## src/rtl/div_sched_if.sv

```systemverilog
// Request, dispatch and writeback signals of the divide scheduler.
// The slave modport is the scheduler's view and the master modport is its environment.
// Port suffixes (_i/_o) are given from the scheduler's point of view.
interface div_sched_if #(
    parameter int W     = 32,
    parameter int ROB_W = 6,
    parameter int PRF_W = 7
);
    // Request side: two issue ports feeding the queue
    logic [1:0]       req_valid_i;
    logic [W-1:0]     req_a0_i;
    logic [W-1:0]     req_a1_i;
    logic [W-1:0]     req_b0_i;
    logic [W-1:0]     req_b1_i;
    logic [1:0]       req_signed_i;
    logic [1:0]       req_rem_i;
    logic [ROB_W-1:0] req_rob0_i;
    logic [ROB_W-1:0] req_rob1_i;
    logic [PRF_W-1:0] req_prf0_i;
    logic [PRF_W-1:0] req_prf1_i;
    logic             req_ready_o;
    logic             flush_i;

    // Dispatch bundle to the iterative divider
    logic             div_start_o;
    logic [W-1:0]     div_a_o;
    logic [W-1:0]     div_b_o;
    logic             div_signed_o;
    logic             div_rem_o;
    logic [ROB_W-1:0] div_rob_o;
    logic [PRF_W-1:0] div_prf_o;

    // Divider status and result
    logic             div_ready_i;
    logic             div_complete_i;
    logic [W-1:0]     div_y_i;
    logic [ROB_W-1:0] div_rob_i;
    logic [PRF_W-1:0] div_prf_i;

    // Registered writeback to the PRF/ROB
    logic             res_valid_o;
    logic [W-1:0]     res_y_o;
    logic [ROB_W-1:0] res_rob_o;
    logic [PRF_W-1:0] res_prf_o;

    modport slave (
        input  req_valid_i, req_a0_i, req_a1_i, req_b0_i, req_b1_i,
        input  req_signed_i, req_rem_i, req_rob0_i, req_rob1_i, req_prf0_i, req_prf1_i,
        output req_ready_o,
        input  flush_i,
        output div_start_o, div_a_o, div_b_o, div_signed_o, div_rem_o, div_rob_o, div_prf_o,
        input  div_ready_i, div_complete_i, div_y_i, div_rob_i, div_prf_i,
        output res_valid_o, res_y_o, res_rob_o, res_prf_o
    );

    modport master (
        output req_valid_i, req_a0_i, req_a1_i, req_b0_i, req_b1_i,
        output req_signed_i, req_rem_i, req_rob0_i, req_rob1_i, req_prf0_i, req_prf1_i,
        input  req_ready_o,
        output flush_i,
        input  div_start_o, div_a_o, div_b_o, div_signed_o, div_rem_o, div_rob_o, div_prf_o,
        output div_ready_i, div_complete_i, div_y_i, div_rob_i, div_prf_i,
        input  res_valid_o, res_y_o, res_rob_o, res_prf_o
    );
endinterface

```

## src/rtl/div_sched.sv

```systemverilog
// Divide scheduler: queues requests from two issue ports, feeds one iterative
// divider at a time and registers its result for writeback.
// Optional feature: define DIV_ZERO_BYPASS_EN to answer divide-by-zero requests
// directly from the queue instead of sending them to the divider.
module div_sched #(
    parameter int LG_W           = 5,
    parameter int LG_Q           = 2,
    parameter int LG_ROB_ENTRIES = 6,
    parameter int LG_PRF_ENTRIES = 7
) (
    input  logic       clk,
    input  logic       reset,
    div_sched_if.slave bus
);
    localparam int W = 1 << LG_W;
    localparam int Q = 1 << LG_Q;

    typedef struct packed {
        logic [W-1:0]              a;
        logic [W-1:0]              b;
        logic                      sgn;
        logic                      rem;
        logic [LG_ROB_ENTRIES-1:0] rob;
        logic [LG_PRF_ENTRIES-1:0] prf;
    } entry_t;

    typedef enum logic [1:0] {IDLE, BUSY, KILLED} state_t;

    entry_t                    queue_q [Q];
    logic [LG_Q-1:0]           headPtr_q, headPtr_d;
    logic [LG_Q-1:0]           tailPtr_q, tailPtr_d;
    logic [LG_Q:0]             count_q, count_d;
    state_t                    state_q, state_d;
    logic                      resValid_q, resValid_d;
    logic [W-1:0]              resY_q, resY_d;
    logic [LG_ROB_ENTRIES-1:0] resRob_q, resRob_d;
    logic [LG_PRF_ENTRIES-1:0] resPrf_q, resPrf_d;

    entry_t headEntry, entry0, entry1;
    logic   reqReady, enq0, enq1, queueEmpty, headZero, divStart, bypassPop, doPop;

    // Enqueue/dispatch decisions; an entry is accepted only when two slots are free
    always_comb begin
        headEntry  = queue_q[headPtr_q];
        entry0     = '{a: bus.req_a0_i, b: bus.req_b0_i, sgn: bus.req_signed_i[0],
                       rem: bus.req_rem_i[0], rob: bus.req_rob0_i, prf: bus.req_prf0_i};
        entry1     = '{a: bus.req_a1_i, b: bus.req_b1_i, sgn: bus.req_signed_i[1],
                       rem: bus.req_rem_i[1], rob: bus.req_rob1_i, prf: bus.req_prf1_i};
        queueEmpty = (count_q == '0);
        reqReady   = reset || (count_q <= (LG_Q+1)'(Q - 2));
        enq0       = bus.req_valid_i[0] && reqReady && !bus.flush_i;
        enq1       = bus.req_valid_i[1] && reqReady && !bus.flush_i;
`ifdef DIV_ZERO_BYPASS_EN
        headZero   = (headEntry.b == '0);
`else
        headZero   = 1'b0;
`endif
        divStart   = !reset && !queueEmpty && bus.div_ready_i && (state_q == IDLE)
                     && !bus.flush_i && !headZero;
        bypassPop  = !reset && !queueEmpty && (state_q == IDLE) && !bus.flush_i && headZero;
        doPop      = divStart || bypassPop;
    end

    // Pointer and occupancy bookkeeping; port 0 takes the older slot, flush empties the queue
    always_comb begin
        tailPtr_d = tailPtr_q + LG_Q'(enq0) + LG_Q'(enq1);
        headPtr_d = headPtr_q + LG_Q'(doPop);
        count_d   = count_q + (LG_Q+1)'(enq0) + (LG_Q+1)'(enq1) - (LG_Q+1)'(doPop);
        if (bus.flush_i) begin
            tailPtr_d = '0;
            headPtr_d = '0;
            count_d   = '0;
        end
    end

    // Outstanding-divide tracker; a flush during a divide marks its result for discard
    always_comb begin
        state_d = state_q;
        case (state_q)
            IDLE:    if (divStart) state_d = BUSY;
            BUSY: begin
                if (bus.div_complete_i)  state_d = IDLE;
                else if (bus.flush_i)    state_d = KILLED;
            end
            KILLED:  if (bus.div_complete_i) state_d = IDLE;
            default: state_d = IDLE;
        endcase
    end

    // Writeback capture from the divider or from the zero-divisor bypass
    always_comb begin
        resValid_d = 1'b0;
        resY_d     = resY_q;
        resRob_d   = resRob_q;
        resPrf_d   = resPrf_q;
        if ((state_q == BUSY) && bus.div_complete_i && !bus.flush_i) begin
            resValid_d = 1'b1;
            resY_d     = bus.div_y_i;
            resRob_d   = bus.div_rob_i;
            resPrf_d   = bus.div_prf_i;
        end else if (bypassPop) begin
            resValid_d = 1'b1;
            resY_d     = headEntry.rem ? headEntry.a : '1;
            resRob_d   = headEntry.rob;
            resPrf_d   = headEntry.prf;
        end
    end

    // Queue storage writes; payload needs no reset because occupancy guards it
    always_ff @(posedge clk) begin
        if (enq0) queue_q[tailPtr_q] <= entry0;
        if (enq1) queue_q[tailPtr_q + LG_Q'(enq0)] <= entry1;
    end

    // Control and result registers with synchronous reset
    always_ff @(posedge clk) begin
        if (reset) begin
            headPtr_q  <= '0;
            tailPtr_q  <= '0;
            count_q    <= '0;
            state_q    <= IDLE;
            resValid_q <= 1'b0;
            resY_q     <= '0;
            resRob_q   <= '0;
            resPrf_q   <= '0;
        end else begin
            headPtr_q  <= headPtr_d;
            tailPtr_q  <= tailPtr_d;
            count_q    <= count_d;
            state_q    <= state_d;
            resValid_q <= resValid_d;
            resY_q     <= resY_d;
            resRob_q   <= resRob_d;
            resPrf_q   <= resPrf_d;
        end
    end

    assign bus.req_ready_o  = reqReady;
    assign bus.div_start_o  = divStart;
    assign bus.div_a_o      = headEntry.a;
    assign bus.div_b_o      = headEntry.b;
    assign bus.div_signed_o = headEntry.sgn;
    assign bus.div_rem_o    = headEntry.rem;
    assign bus.div_rob_o    = headEntry.rob;
    assign bus.div_prf_o    = headEntry.prf;
    assign bus.res_valid_o  = resValid_q;
    assign bus.res_y_o      = resY_q;
    assign bus.res_rob_o    = resRob_q;
    assign bus.res_prf_o    = resPrf_q;
endmodule

```

## src/flat_wrapper.sv

```systemverilog
// flat-port wrapper written by rule: the top's interface ports become plain ports
module div_sched_flat 
#(
    parameter int LG_W           = 5,
    parameter int LG_Q           = 2,
    parameter int LG_ROB_ENTRIES = 6,
    parameter int LG_PRF_ENTRIES = 7
)
  (clk, reset, bus_req_valid_i, bus_req_a0_i, bus_req_a1_i, bus_req_b0_i, bus_req_b1_i, bus_req_signed_i, bus_req_rem_i, bus_req_rob0_i, bus_req_rob1_i, bus_req_prf0_i, bus_req_prf1_i, bus_req_ready_o, bus_flush_i, bus_div_start_o, bus_div_a_o, bus_div_b_o, bus_div_signed_o, bus_div_rem_o, bus_div_rob_o, bus_div_prf_o, bus_div_ready_i, bus_div_complete_i, bus_div_y_i, bus_div_rob_i, bus_div_prf_i, bus_res_valid_o, bus_res_y_o, bus_res_rob_o, bus_res_prf_o);
  div_sched_if #(.W(32), .ROB_W(6), .PRF_W(7)) bus_i ();
  input  logic clk;
  input  logic reset;
  input wire logic [$bits(bus_i.req_valid_i)-1:0] bus_req_valid_i;
  input wire logic [$bits(bus_i.req_a0_i)-1:0] bus_req_a0_i;
  input wire logic [$bits(bus_i.req_a1_i)-1:0] bus_req_a1_i;
  input wire logic [$bits(bus_i.req_b0_i)-1:0] bus_req_b0_i;
  input wire logic [$bits(bus_i.req_b1_i)-1:0] bus_req_b1_i;
  input wire logic [$bits(bus_i.req_signed_i)-1:0] bus_req_signed_i;
  input wire logic [$bits(bus_i.req_rem_i)-1:0] bus_req_rem_i;
  input wire logic [$bits(bus_i.req_rob0_i)-1:0] bus_req_rob0_i;
  input wire logic [$bits(bus_i.req_rob1_i)-1:0] bus_req_rob1_i;
  input wire logic [$bits(bus_i.req_prf0_i)-1:0] bus_req_prf0_i;
  input wire logic [$bits(bus_i.req_prf1_i)-1:0] bus_req_prf1_i;
  output wire logic [$bits(bus_i.req_ready_o)-1:0] bus_req_ready_o;
  input wire logic [$bits(bus_i.flush_i)-1:0] bus_flush_i;
  output wire logic [$bits(bus_i.div_start_o)-1:0] bus_div_start_o;
  output wire logic [$bits(bus_i.div_a_o)-1:0] bus_div_a_o;
  output wire logic [$bits(bus_i.div_b_o)-1:0] bus_div_b_o;
  output wire logic [$bits(bus_i.div_signed_o)-1:0] bus_div_signed_o;
  output wire logic [$bits(bus_i.div_rem_o)-1:0] bus_div_rem_o;
  output wire logic [$bits(bus_i.div_rob_o)-1:0] bus_div_rob_o;
  output wire logic [$bits(bus_i.div_prf_o)-1:0] bus_div_prf_o;
  input wire logic [$bits(bus_i.div_ready_i)-1:0] bus_div_ready_i;
  input wire logic [$bits(bus_i.div_complete_i)-1:0] bus_div_complete_i;
  input wire logic [$bits(bus_i.div_y_i)-1:0] bus_div_y_i;
  input wire logic [$bits(bus_i.div_rob_i)-1:0] bus_div_rob_i;
  input wire logic [$bits(bus_i.div_prf_i)-1:0] bus_div_prf_i;
  output wire logic [$bits(bus_i.res_valid_o)-1:0] bus_res_valid_o;
  output wire logic [$bits(bus_i.res_y_o)-1:0] bus_res_y_o;
  output wire logic [$bits(bus_i.res_rob_o)-1:0] bus_res_rob_o;
  output wire logic [$bits(bus_i.res_prf_o)-1:0] bus_res_prf_o;
  assign bus_i.req_valid_i = bus_req_valid_i;
  assign bus_i.req_a0_i = bus_req_a0_i;
  assign bus_i.req_a1_i = bus_req_a1_i;
  assign bus_i.req_b0_i = bus_req_b0_i;
  assign bus_i.req_b1_i = bus_req_b1_i;
  assign bus_i.req_signed_i = bus_req_signed_i;
  assign bus_i.req_rem_i = bus_req_rem_i;
  assign bus_i.req_rob0_i = bus_req_rob0_i;
  assign bus_i.req_rob1_i = bus_req_rob1_i;
  assign bus_i.req_prf0_i = bus_req_prf0_i;
  assign bus_i.req_prf1_i = bus_req_prf1_i;
  assign bus_req_ready_o = bus_i.req_ready_o;
  assign bus_i.flush_i = bus_flush_i;
  assign bus_div_start_o = bus_i.div_start_o;
  assign bus_div_a_o = bus_i.div_a_o;
  assign bus_div_b_o = bus_i.div_b_o;
  assign bus_div_signed_o = bus_i.div_signed_o;
  assign bus_div_rem_o = bus_i.div_rem_o;
  assign bus_div_rob_o = bus_i.div_rob_o;
  assign bus_div_prf_o = bus_i.div_prf_o;
  assign bus_i.div_ready_i = bus_div_ready_i;
  assign bus_i.div_complete_i = bus_div_complete_i;
  assign bus_i.div_y_i = bus_div_y_i;
  assign bus_i.div_rob_i = bus_div_rob_i;
  assign bus_i.div_prf_i = bus_div_prf_i;
  assign bus_res_valid_o = bus_i.res_valid_o;
  assign bus_res_y_o = bus_i.res_y_o;
  assign bus_res_rob_o = bus_i.res_rob_o;
  assign bus_res_prf_o = bus_i.res_prf_o;
  div_sched #(.LG_W(LG_W), .LG_Q(LG_Q), .LG_ROB_ENTRIES(LG_ROB_ENTRIES), .LG_PRF_ENTRIES(LG_PRF_ENTRIES)) u_core (.clk(clk), .reset(reset), .bus(bus_i));
endmodule
```

## config.mk

```make
export PLATFORM = sky130hd
export DESIGN_NAME = div_sched_flat
export DESIGN_NICKNAME = d
export VERILOG_FILES = /design/src/rtl/div_sched_if.sv /design/src/rtl/div_sched.sv /design/src/flat_wrapper.sv
export SDC_FILE = /design/constraint.sdc
export NUM_CORES = 1
export LEC_CHECK = 0
export BUFFER_PORTS_ARGS = -buffer_cell sky130_fd_sc_hd__clkbuf_2
export CAP_MARGIN = 20
export CORE_UTILIZATION = 40
export CTS_CLUSTER_DIAMETER = 150
export CTS_CLUSTER_SIZE = 40
export DETAILED_ROUTE_END_ITERATION = 16
export SETUP_SLACK_MARGIN = 0.5
export SYNTH_ARGS = -nofsm -noshare
export SYNTH_HDL_FRONTEND = slang
export SYNTH_SLANG_ARGS = --single-unit
```

## constraint.sdc

```tcl
create_clock -name clk -period 8.65 [get_ports clk]
set_input_delay 0.865 -clock clk [delete_from_list [all_inputs] [get_ports clk]]
set_output_delay 0.865 -clock clk [all_outputs]
set_load 0.05 [all_outputs]
```

; Yosys cells after proc, flatten, opt, wreduce, memory -nomap -nowiden
; Memories as Yosys holds them, arrays and structs flattened. A register that Yosys moved wholly into a read port is not among the register bits.
; Index checks and enable logic that the tools add are counted.
[op_classes]
order_cmp = 1
reduce_logical = 18
shifts = 0
div_mod_pow = 0
addsub = 6
n_eq_ne = 5
n_mux = 11
mul = 0
bitwise_logic = 0
[ops]
columns = operator, count
row1 = $logic_and A1 B1 Y1, 10
row2 = $mux W2, 5
row3 = $add A2 B1 Y2, 3
row4 = $add A3 B1 Y3, 2
row5 = $pmux W2 S3, 1
row6 = $mux W1, 5
row7 = $le A3 B2 Y1 const B, 1
row8 = $logic_not A1 Y1, 3
row9 = $logic_not A3 Y1, 1
row10 = $ne A3 B3 Y1 const B, 1
row11 = $reduce_and A3 Y1, 1
row12 = $sub A3 B1 Y3, 1
row13 = $eq A2 B1 Y1 const B, 1
row14 = $eq A2 B2 Y1 const B, 1
row15 = $logic_not A2 Y1, 1
row16 = $ne A2 B1 Y1 const B, 1
row17 = $ne A2 B2 Y1 const B, 1
row18 = $reduce_or A2 Y1, 1
row19 = $logic_or A1 B1 Y1, 1
[word_totals]
mem_count = 1
elab_cells = 50
ramBits = 316
rom_bits = 0
inputBits = 210
ff_bits = 55
latchBits = 0
[mem_list]
columns = memory, words, word_bits, read_ports, rd_ports_with_merged_regs, write_ports, line_no
row1 = u_core.queue_q, 4, 79, 1, 1, 2, div_sched.sv:29  ; entry_t queue_q [Q];

; Longest topological paths before layout
; Gate-level depths: netlist of run 1.
[depth]
ltp_word = 8
depth_mapped = 11
depth_no_buf = 10

; Worst setup path after synthesis of run 1
; OpenSTA, ideal clock, no wires.
[synth_path]
path_kind = input-to-reg
from = input port reset
to = memory u_core.queue_q[0][0] (netlist name), enable pin
t_arrival_ps = 6083
cell_stages = 9
setup_ps = 542
slack_ps = 2025
cell_sequence = clkbuf_1 o31a_1 nand2_1 inv_1 ha_1 nand2b_1 o22ai_1 nand2b_1 a21oi_1
[synth_lines]
columns = item, line_no
row1 = from (decl), flat_wrapper.sv:12  ; input logic reset;
row2 = to (decl), div_sched.sv:29

==> impl_results.md, run 1 <==
- DR vias/cell: 5.37
- Critical R2R Launch: u_core.count_q[1]
- Clock skew: 0.0470 ns
- Hold depth: 2
- CTS Buffer Depth: 3
- Final #Nets: 1,556
- Share of cells above drive strength 1: 57.2%
- Reg2Reg Capture Point: u_core.queue_q[3][13]
- #FFs+latches synth: 371
- Syn_area_per_cell: 16.7 sq um
- Slew HR: 34.7%
- Pre-CTS WS: 3.59 ns
- Die extent in x: 210 um
- Post-route minimum period: 4.37 ns
- Unrepaired setup endpoints after global routing: false
- Final wirelength: 42,000 um
- Fin. Hold Viols: 0
- Post-CTS setup buffer count: 0
- Crit. End Element: flop
- Hold Path End: u_core.bus.res_y_o[1]
- Clock transition at path regs: 0.09 ns
- YS warnings: 0
- Worst R2R Setup Slack: 4.49 ns
- Initial core utilization: 40.9%
- Power per cell area: 168 nW/um^2
- Worst-Margin Slew: 0.980 ns
- Worst vdd ir: 0.142 mV
- Mapped Area: 17,300 sq um
- Worst Path Required: 8.89 ns
- Tightest Hold Check Type: flop to flop
- Skew-Pair Late Insertion Delay: 0.52 ns
- Final setup fails: 0
- CP Class: input port to flop
- Gr usage total: 18.8%
- Sequential area share after synthesis: 61.3%
- Via count: 10,100
- Post-synth EDFFs: 316
- Total grt overflow: 0
- CTS H-Tree Depth: 1
- Largest net degree at the start of global routing: 57
- Vias in the first global route: 10,700
- Clock root buffer master: clkbuf_16
- CP Max Fanout: 56
- Wire per inst: 22.3 um
- Post-route ant nets: 0
- Die area: 44,000 sq um
- Worst Reg-to-Reg Cells: 10
- Dominant synthesized flop cell: edfxtp_1
- Post-synth cell types: 37
- GP Congestion: 0.749
- Cts bufs inserted: 13
- Fin. max-slew vios: 0
- Initial antenna violation count: 5
- Critical path origin: reset
- Hpwl dp: 25,400 um
- Resized Gates After CTS: 0
- Hold_ws: 0.461 ns
- DRT iter0 DRCs: 567
- CP arrival: 4.61 ns
- Number of remaining DRC errors: 0
- Setup TNS: 0 ns
- CORE AREA: 42,200 sq um
- Cells after synthesis: 1,035
- Fmax: 229 MHz
- Asr flop ratio synth: 0%
- Number of max-cap violations: 0
- Leakage power: 6.96 nW
- Die Y: 210 um
- Setup WS post-layout: 4.28 ns
- Input/output buffers: 336
- Layout Area Growth over Synthesis: 15.5%
- Total iterations of the first detailed-routing run: 4
- CTS sink count: 371
- First-pass GRT wire length: 63,300 um
- Outcome: finished clean
- CTS tree: yes
- Synth Net Count: 1,252
- Site row count: 75
- Boundary pin count: 337
- Hold wc startpoint: u_core.bus.res_y_o[1]
- Critical Path Start Type: input port
- Final critical-path share of the clock period: 50.6%
- CTS Hold Bufs: 0
placed cells by master, fill, tap and decap left out, types with 3 or more instances in the layout:
cell type	count
a21oi_1	45
nor3_1	5
mux2_2	307
clkbuf_1	7
dfxtp_1	53
clkbuf_16	13
mux2_1	10
ha_1	5
buf_4	19
and2_1	5
nand2_1	95
inv_1	9
nor2b_1	3
clkbuf_2	336
nor2_1	3
edfxtp_1	316
mux4_2	79
nand2b_1	3
cell type report:
cell class / count / area [sq um]
fill: 3762 / 22300
sequential: 371 / 10600
multi-input combinational: 588 / 6410
timing repair buffer: 356 / 1850
tap: 539 / 674
clock buffer: 20 / 352
inverter: 9 / 33.8
clock inverter: 1 / 30.0
antenna: 2 / 5.00
sequential cells by signal, indices dropped and copies added (netlist names):
signal                  count
u_core.bus.res_y_o         32
u_core.tailPtr_q            2
u_core.bus.res_valid_o      1
u_core.headPtr_q            2
u_core.state_q              2
u_core.count_q              3
u_core.bus.res_prf_o        7
u_core.queue_q            316
u_core.bus.res_rob_o        6
where the power goes:
group	switching, mW	total (mW)	internal, mW	leakage, nW
combinational	0.302	0.493	0.191	3.45
sequential	0.0146	2.03	2.02	3.33
clock	0.543	0.837	0.295	0.180
total	0.859	3.36	2.50	6.96
cell families after synthesis:
kind of cell | synth area share (%)
mux | 31.0
flops | 61.3
simple gates | 3.18
buf+inv | 1.99
compound gates | 1.74
fa+ha+maj | 0.594
xor+xnor | 0.246
routing by layer:
layer  GRT usage (%)  part of all wire [%]
met1            25.9                    45
met4            4.08                   1.6
met3            3.70                   5.5
met5               0                 0.090
met2            30.8                    48
worst max-delay path, stage by stage:
cell,delay [ns]
clkbuf_2,0.08
buf_4,0.47
o31a_1,0.38
nand2_1,0.14
inv_1,0.07
ha_1,0.29
xor2_2,0.49
nand4_4,0.73
buf_4,0.65
mux2_2,0.37
Yosys cell counts (2+ instances only):
cell,instances,area [sq um]
mux2_1,10,113
buf_4,3,22.5
nor3_2,2,20.0
inv_1,9,33.8
dfxtp_1,55,1100
fa_1,2,40.0
a21oi_1,47,235
buf_1,2,7.51
nand3_1,3,15.0
ha_1,5,62.6
nor3_1,5,25.0
nand2b_1,3,18.8
edfxtp_1,316,9490
and2_1,5,31.3
buf_2,38,190
nand2_1,95,357
mux4_2,79,1780
xnor2_1,2,17.5
clkbuf_1,24,90.1
mux2_2,307,3460
nor2_1,5,18.8
nor2b_1,3,18.8
worst max-delay path by stage:
stage / end / slack (ns) / cells after the start
floorplan: u_core.queue_q[0][0] / 2.02 / 9
global placement: u_core.queue_q[2][15] / 3.65 / 11
detailed placement: u_core.queue_q[2][21] / 3.59 / 11
CTS: u_core.queue_q[2][19] / 4.16 / 11
global route: u_core.queue_q[3][13] / 4.01 / 10
finish: u_core.queue_q[3][13] / 4.28 / 10
through the flow:
step | std cells | util, % | area (sq um) | power [mW]
floorplan | 1035 | - | 17300 | 2.40
global route | 1886 | 47.3 | 20000 | 3.47
detailed placement | 1861 | 46.3 | 19500 | 2.57
global placement | 1861 | 46.3 | 19500 | 2.56
finish | 1886 | 47.3 | 20000 | 3.36
CTS | 1882 | 47.2 | 19900 | 3.40
Note: power is estimated with default switching activity, not from simulation.
==> run 2: changes to the inputs <==
Clock period 8.65 ns to 3.9 ns, I/O delays scaled along.
==> run 2 against run 1 <==
- critical endpoint is now u_core.queue_q[3][41]
- die area unchanged
- global-route usage down 0.087 points
- via count down 1.2%
- sequential power up 120%
==> impl_results.md, run 2 (same netlist as run 1, synthesis figures left out) <==
- Outcome: finished clean
- CTS Hold Bufs: 0
- Post-route minimum period: 3.13 ns
- Total iterations of the first detailed-routing run: 5
- Input/output buffers: 336
- Slew HR: 57.9%
- CTS H-Tree Depth: 1
- Layout Area Growth over Synthesis: 16.5%
- CTS sink count: 371
- Hpwl dp: 25,500 um
- Clock skew: 0.0360 ns
- Clock root buffer master: clkbuf_16
- Unrepaired setup endpoints after global routing: false
- Initial antenna violation count: 3
- Cts bufs inserted: 13
- Final setup fails: 0
- Sw Share: 25.5%
- CORE AREA: 42,200 sq um
- CTS tree: yes
- Share of cells above drive strength 1: 57.7%
- Total grt overflow: 0
- Sequential Power Share: 60.3%
- Fin. max-slew vios: 0
- FILL cells: 3,725
- Clock power frac: 24.9%
- Max stage delay on crit path: 0.49 ns
- Via count: 10,000
- DRT iter0 DRCs: 525
- P_int: 5.56 mW
- Largest register FFs: 316
- CTS Buffer Depth: 3
- Slowest stage cell on the critical path: xor2_2
- Top reg by flops: u_core.queue_q
- Wire per inst: 21.8 um
- Die Y: 210 um
- Crit. End Element: flop
- GP Congestion: 0.749
- CP Class: flop to flop
- First-pass GRT wire length: 63,100 um
- Worst vdd ir: 0.266 mV
- Die area: 44,000 sq um
- DR vias/cell: 5.29
- Vias in the first global route: 10,800
- Most common cell after layout, fill and taps aside: clkbuf_2
- CP Max Fanout: 50
- Worst-Margin Slew: 0.631 ns
- Skew-Pair Late Insertion Delay: 0.53 ns
- Final Cell Area: 20,100 sq um
- Final #Nets: 1,562
- Boundary pin count: 337
- Final wirelength: 41,300 um
- Placed insts: 1,869
- Initial core utilization: 40.9%
- Worst Path Required: 4.20 ns
- Number of remaining DRC errors: 0
- Final cell count without fillers: 1,892
- Site row count: 75
- Psw: 1.90 mW
- Die extent in x: 210 um
- Tightest Hold Check Type: input port to flop
- CP arrival: 3.43 ns
- Critical Path Start Type: flop
- Post-DP Area: 19,700 sq um
- Cell Chain, Critical Path: inv_1 -> ha_2 -> o31a_1 -> nand2_1 -> inv_1 -> ha_4 -> xor2_2 -> nand4_4 -> buf_12 -> mux2_2
- Number of max-cap violations: 0
- Post-route ant nets: 0
- Fmax: 320 MHz
- Combinational power share: 14.8%
- Post-CTS setup buffer count: 0
- Final critical-path share of the clock period: 80.2%
- Setup TNS: 0 ns
- Largest net degree at the start of global routing: 80
- Clock transition at path regs: 0.14 ns
- Fin. Hold Viols: 0
- Commonest non-fill, non-tap cells in the layout: clkbuf_2, edfxtp_1, mux2_2, nand2_1, mux4_2
- Power per cell area: 371 nW/um^2
- Leakage power: 7.02 nW
- Resized Gates After CTS: 0
- CP most frequent cell: inv_1
- Gr usage total: 18.7%
==> run 2: worst max-delay path: cells and delay by family, from the launching register on <==
family          cells  cell delay (ns)
buf+inv             3             0.51
xor+xnor            1             0.49
fa+ha+maj           2             0.39
mux                 1             0.32
simple gates        2             0.48
flops               1             0.36
compound gates      1             0.33
==> run 2: layer usage <==
layer | wire length, um | GRT usage (%) | up-vias | part of all wire (%)
met2 | 20500 | 32.0 | 270 | 50
met5 | 13 | 0 | - | 0.032
met4 | 761 | 4.63 | 2 | 1.8
met1 | 17900 | 24.8 | 5050 | 43
met3 | 2090 | 3.04 | 41 | 5.1
li1 | - | - | 4647 | -
==> run 2: layout make-up <==
type | count | area [sq um] | share of cell area, %
sequential | 371 | 10600 | 52.6
multi-input combinational | 588 | 6440 | 32.0
timing repair buffer | 362 | 2000 | 9.94
tap | 539 | 674 | 3.35
clock buffer | 20 | 352 | 1.75
inverter | 9 | 33.8 | 0.168
clock inverter | 1 | 30.0 | 0.149
antenna | 2 | 5.00 | 0.0249
==> run 2: worst paths after layout <==
path / cells past startpoint / slack [ns] / to / start
setup / recovery: 10 / 0.77 / u_core.queue_q[3][41] / u_core.count_q[1]
hold / removal: 2 / 0.05 / u_core.state_q[1] / bus_div_complete_i
setup reg to reg: 10 / 0.77 / u_core.queue_q[3][41] / u_core.count_q[1]
hold reg to reg: 2 / 0.46 / u_core.bus.res_y_o[21] / u_core.bus.res_y_o[21]
==> run 2: per-stage QoR <==
stage	hold slack [ns]	total power, mW	setup slack [ns]	utilization, %
global placement	0.442	5.69	0.737	46.7
detailed placement	0.445	5.70	0.713	46.8
CTS	0.0247	7.55	0.703	47.7
global route	0.0339	7.71	0.570	47.7
finish	0.0469	7.46	0.770	47.7
floorplan	0.467	5.32	0.511	-
==> run 2: power by group through the flow <==
stage	Clock (mW)	Combinational (mW)	Sequential, mW
2_1_floorplan	0	0.729	4.59
3_3_place_gp	0	1.10	4.59
3_5_place_dp	0	1.11	4.59
4_1_cts	1.93	1.12	4.50
5_1_grt	2.02	1.18	4.51
6_report	1.86	1.10	4.50
